### config.mk
export PLATFORM = sky130hd
export DESIGN_NAME = hd6309_dma_arbiter
export DESIGN_NICKNAME = d
export VERILOG_FILES = /design/src/rtl/hd6309_pkg.sv /design/src/rtl/hd6309_rr_pick.sv /design/src/rtl/hd6309_dma_arbiter.sv
export SDC_FILE = /design/constraint.sdc
export NUM_CORES = 1
export LEC_CHECK = 0
export CAP_MARGIN = 20
export CORE_ASPECT_RATIO = 1.4
export CORE_MARGIN = 3
export CORE_UTILIZATION = 40
export DETAILED_ROUTE_END_ITERATION = 12
export HOLD_SLACK_MARGIN = 0.1
export PLACE_DENSITY_LB_ADDON = 0.2
export SETUP_SLACK_MARGIN = 0.2
export SYNTH_ARGS = -nofsm -noshare
export SYNTH_HDL_FRONTEND = slang
export SYNTH_SLANG_ARGS = --single-unit
### constraint.sdc
create_clock -name CLK -period 2.95 [get_ports CLK]
set_clock_uncertainty 0.2 [all_clocks]
set_input_delay 0.885 -clock CLK [delete_from_list [all_inputs] [get_ports CLK]]
set_output_delay 0.885 -clock CLK [all_outputs]
set_load 0.01 [all_outputs]
### src/rtl/hd6309_pkg.sv
// Shared types and helpers for the HD6309 DMA bus arbiter.
package hd6309_pkg;

  localparam int ARB_ID_W = 3;

  typedef enum logic [1:0] {
    IDLE     = 2'd0,
    REQ_WAIT = 2'd1,
    GRANT    = 2'd2,
    RELEASE  = 2'd3
  } arb_state_t;

  // Modular add on requester indices; the caller guarantees p < n and off < n.
  function automatic logic [ARB_ID_W-1:0] wrap_add(
    input logic [ARB_ID_W-1:0] p,
    input int                  off,
    input int                  n
  );
    int s;
    s = int'(p) + off;
    if (s >= n) s = s - n;
    return ARB_ID_W'(s);
  endfunction

endpackage

### src/rtl/hd6309_rr_pick.sv
// Combinational round-robin encoder: first set request at or after ptr, wrapping.
module hd6309_rr_pick
  import hd6309_pkg::*;
#(
  parameter int NREQ = 4
) (
  input  logic [NREQ-1:0]     req,
  input  logic [ARB_ID_W-1:0] ptr,
  output logic                valid,
  output logic [ARB_ID_W-1:0] win
);

  localparam logic [NREQ-1:0] ONE = {{(NREQ-1){1'b0}}, 1'b1};

  // Scan from the farthest offset down so the nearest set request wins last.
  always_comb begin
    valid = 1'b0;
    win   = '0;
    for (int i = NREQ - 1; i >= 0; i--) begin
      if (|(req & (ONE << wrap_add(ptr, i, NREQ)))) begin
        valid = 1'b1;
        win   = wrap_add(ptr, i, NREQ);
      end
    end
  end

endmodule

### src/rtl/hd6309_dma_arbiter.sv
// Round-robin DMA bus arbiter for the HD6309 bus, stepped by falling edges of E.
// Optional burst limit enabled by defining ARB_BURST_LIMIT_EN.
module hd6309_dma_arbiter
  import hd6309_pkg::*;
#(
  parameter int NREQ      = 4,
  parameter int MAX_BURST = 14,
  parameter int CNT_W     = 4
) (
  input  logic                CLK,
  input  logic                nRESET,
  input  logic                E,
  input  logic                BA,
  input  logic                BS,
  input  logic [NREQ-1:0]     REQ,
  output logic                nDMABREQ,
  output logic [NREQ-1:0]     GNT,
  output logic [ARB_ID_W-1:0] GNT_ID,
  output logic                BUSY
);

  localparam logic [NREQ-1:0] ONE = {{(NREQ-1){1'b0}}, 1'b1};

  if (NREQ < 2 || NREQ > 8 || MAX_BURST < 1 || MAX_BURST > 15 ||
      (1 << CNT_W) <= MAX_BURST) begin : g_param_check
    $error("hd6309_dma_arbiter: parameter out of range");
  end

  arb_state_t          state;
  logic                e_d;
  logic                tick;
  logic                rel_seen;
  logic [ARB_ID_W-1:0] rr_ptr;
  logic [CNT_W-1:0]    burst_cnt;
  logic                pick_valid;
  logic [ARB_ID_W-1:0] pick_id;
  logic                req_held;
  logic                limit_hit;
  logic                release_now;

  assign tick = e_d & ~E;

  hd6309_rr_pick #(
    .NREQ (NREQ)
  ) u_pick (
    .req   (REQ),
    .ptr   (rr_ptr),
    .valid (pick_valid),
    .win   (pick_id)
  );

  // GNT is one-hot on the current master, so masking REQ with it reads that master's request.
  assign req_held = |(REQ & GNT);

`ifdef ARB_BURST_LIMIT_EN
  assign limit_hit = (burst_cnt == CNT_W'(MAX_BURST - 1));
`else
  assign limit_hit = 1'b0;
`endif

  assign release_now = ~req_held | limit_hit;

  always_ff @(posedge CLK or negedge nRESET) begin
    if (!nRESET) begin
      e_d       <= 1'b0;
      state     <= IDLE;
      nDMABREQ  <= 1'b1;
      GNT       <= '0;
      GNT_ID    <= '0;
      BUSY      <= 1'b0;
      rr_ptr    <= '0;
      burst_cnt <= '0;
      rel_seen  <= 1'b0;
    end else begin
      e_d <= E;
      if (tick) begin
        unique case (state)
          IDLE: begin
            if (|REQ) begin
              state    <= REQ_WAIT;
              nDMABREQ <= 1'b0;
              BUSY     <= 1'b1;
            end
          end

          REQ_WAIT: begin
            if (BA && BS) begin
              if (pick_valid) begin
                state     <= GRANT;
                GNT       <= ONE << pick_id;
                GNT_ID    <= pick_id;
                burst_cnt <= '0;
              end else begin
                state    <= RELEASE;
                nDMABREQ <= 1'b1;
                rel_seen <= 1'b0;
              end
            end
          end

          GRANT: begin
            if (burst_cnt != '1) burst_cnt <= burst_cnt + 1'b1;
            if (release_now) begin
              state    <= RELEASE;
              GNT      <= '0;
              nDMABREQ <= 1'b1;
              rr_ptr   <= wrap_add(GNT_ID, 1, NREQ);
              rel_seen <= 1'b0;
            end
          end

          RELEASE: begin
            // Hand the CPU at least one full bus cycle after it retakes the bus.
            if (rel_seen) begin
              state    <= IDLE;
              BUSY     <= 1'b0;
              rel_seen <= 1'b0;
            end else if (!BA) begin
              rel_seen <= 1'b1;
            end
          end

          default: begin
            state    <= IDLE;
            GNT      <= '0;
            nDMABREQ <= 1'b1;
            BUSY     <= 1'b0;
          end
        endcase
      end
    end
  end

endmodule

==> summary.md <==
| Metric | Value |
|---|---|
| GP Congestion | 0.8673 |
| Pre-antenna DRT Iters | 6 |
| Drt via density | 5.985 |
| Period utilization | 90.12% |
| Worst-Skew Late Latency | 0.29 ns |
| First-pass GRT wire length | 5.023 mm |
| PwrDens | 1060 mW/mm^2 |
| Maxcap violations | 0 |
| WL per Instance | 17.29 um |
| Post-synth EDFFs | 0 |
| Die area | 0.003716 sq mm |
| Most frequent cells in the layout | buf_4, dfrtp_1, ha_1, clkdlybuf4s50_1, o21ai_0 |
| Grt total ovfl | 0 |
| ANT cells | 0 |
| WHS Endpoint | rel_seen |
| Yosys reg bits | 16 |
| Synth cell types | 44 |
| Drt initial violations | 24 |
| Worst R2R Setup Slack | 0.29 ns |
| FP Rows | 22 |
| # fillers | 237 |
| Number of buffers inserted by port buffering | 17 |
| Worst Path Required | 2.93 ns |
| Root Buffer | clkbuf_4 |
| Sequential cell area fraction in the yosys report | 33.33% |
| Worst Tran Pin Value | 0.7357 ns |
| Remaining antenna violation count | 0 |
| Reg2reg end | rel_seen |
| Filler-free cell count of the finished design | 198 |
| Vias in the first global route | 1167 |
| Die H | 70.94 um |
| Die extent in x | 52.39 um |
| FF+latch area | 401.6 sq um |
| Final setup fails | 0 |
| Top FF cell, synth | dfrtp_1 |
| Crit-path max FO | 9 |
| Min-Delay Path Class | reg2reg |
| Status | completed |
| Crit Path Category | reg2reg |
| Vias | 1185 |
| Routed Wire Length | 3.424 mm |
| Final nets | 185 |
| CTS H-tree lvls | 1 |
| Design Area, Final | 0.001722 sq mm |
| Fin. Hold Viols | 0 |
| YS warnings | 0 |
| Leakage | 0.0007610 uW |
| Multi-input combinational cell area | 919.6 sq um |
| Starting Density | 43.77% |
| Hold Crit Depth | 1 |
| Reg2reg path depth | 7 |
| Placement Cell Area | 0.001548 sq mm |
| Crit path time final | 2.659 ns |
| Hold_buf cts | 0 |
| Syn Nets | 144 |
| Post-Syn Instances | 122 |
| CP Capture Type | flop |
| Area Overhead vs Synth | 42.89% |
| WP data arrival | 2.64 ns |
| Slew headroom | 50.80% |
| Synthesized cell area | 0.001205 sq mm |
| Fmax | 376.1 MHz |
| CTS tree | done |
| I/O pin count | 18 |
| Reg2reg start | rr_ptr[0] |
| Peak VDD IR | 0.0007076 V |
| Most common cell after layout, fill and taps aside | buf_4 |
| CP Launch Type | flop |
| Total track usage | 17.58% |
| Pin count of the biggest net entering global routing | 17 |
| Total CTS buffers | 3 |
| Layout cells sized above 1 | 33.33% |
| CTS Buffer Depth | 2 |
| Ys async rst share | 100.0% |
| Clk slew on worst S/H paths | 0.09 ns |
| Cells after DPL | 192 |
| Post-detail-place hpwl | 2.473 mm |
| Unrepaired setup endpoints after global routing | no |
| HP Start | rel_seen |
| Synthesized area per cell | 9.876 sq um |
| Max-slew violation count | 0 |
| Initial antenna violation count | 0 |
| Clock sinks | 16 |
| Core Area | 0.002753 sq mm |
| DR DRC count | 0 |
-- how the worst max path moves through the flow --
stage,startpoint,to,slack [ns],depth (start not counted)
2_1_floorplan,REQ[3],GNT_ID[1],0.29,5
3_3_place_gp,REQ[3],GNT[1],-0.31,6
3_5_place_dp,REQ[3],GNT[1],-0.43,6
4_1_cts,REQ[3],GNT_ID[1],0.30,7
5_1_grt,rr_ptr[0],rel_seen,0.20,7
6_report,rr_ptr[0],rel_seen,0.29,7
-- stage by stage --
step	setup WS [ns]	util, %	power, uW	hold WS [ns]	TNS [ns]
finish	0.2913	62.55	1825	0.3384	0
global placement	-0.3055	56.23	1386	0.3130	-2.511
floorplan	0.2899	-	982.7	0.2859	0
detailed placement	-0.4281	56.23	1405	0.3219	-3.483
global route	0.2038	62.55	1949	0.3833	0
CTS	0.2997	59.73	1647	0.3442	0
-- sequential cells by signal, summed over array words and instances (netlist names) --
register  flops
GNT           4
BUSY          1
e_d           1
state         2
GNT_ID        3
rr_ptr        3
nDMABREQ      1
rel_seen      1
-- layer usage --
metal	vias to the layer above	routed length, um	global-route usage, %
li1	563	-	-
met4	0	80	6.534
met5	-	0	0
met1	579	1281	19.87
met3	11	96	1.474
met2	32	1965	32.73
-- power breakdown --
| group | internal [uW] | total (uW) | switching, uW |
|---|---|---|---|
| registers | 313 | 387 | 74.7 |
| logic | 601 | 1290 | 690 |
| clock network | 75.2 | 146 | 71.0 |
| total | 989 | 1830 | 836 |
-- layout make-up --
class	count	area share (%)
multi-input cells	101	53.42
well taps	36	2.616
inverters	5	1.090
clock buffers	4	2.108
flip-flops and latches	16	23.33
repair buffers	36	17.44
-- worst max-delay path: stages, from the launching register on --
cell and delay [ns]:
dfrtp_1 0.38, buf_4 0.17, ha_1 0.26, a22oi_1 0.34, a21bo_2 0.34, o41ai_4 0.44
nand3b_1 0.14, mux2_2 0.29
-- cells in the mapped netlist (all sizes together), types with 2 or more instances --
master / instances / area share [%]
ha: 13 / 13
dfrtp: 15 / 31
nor3: 2 / 0.83
a22oi: 4 / 2.5
a211oi: 2 / 1.2
nor2: 4 / 1.2
nor4: 3 / 1.6
mux2: 6 / 5.6
nor2b: 3 / 1.6
nand2: 8 / 2.5
a211o: 2 / 1.6
inv: 5 / 1.6
a21oi: 5 / 2.1
nand3: 2 / 0.83
a22o: 6 / 4.6
o21ai: 12 / 5.3
nand2b: 3 / 1.6
o41ai: 5 / 4.3
-- cell families after synthesis --
kind of cell | Yosys count | synth area share [%]
adder cells (fa/ha/maj) | 13 | 13.50
flip-flops | 16 | 33.33
AND/OR/NAND/NOR | 35 | 16.62
AO/OA/AOI/OAI | 47 | 29.39
buffers and inverters | 5 | 1.558
multiplexers | 6 | 5.607
-- what timing repair did --
item	in CTS	in global routing
gates cloned	0	0
pin swaps	2	6
resized for setup	13	18
endpoints found under the setup margin	10	6
buffers inserted	2	0
Power figures use the tool's default switching activity.
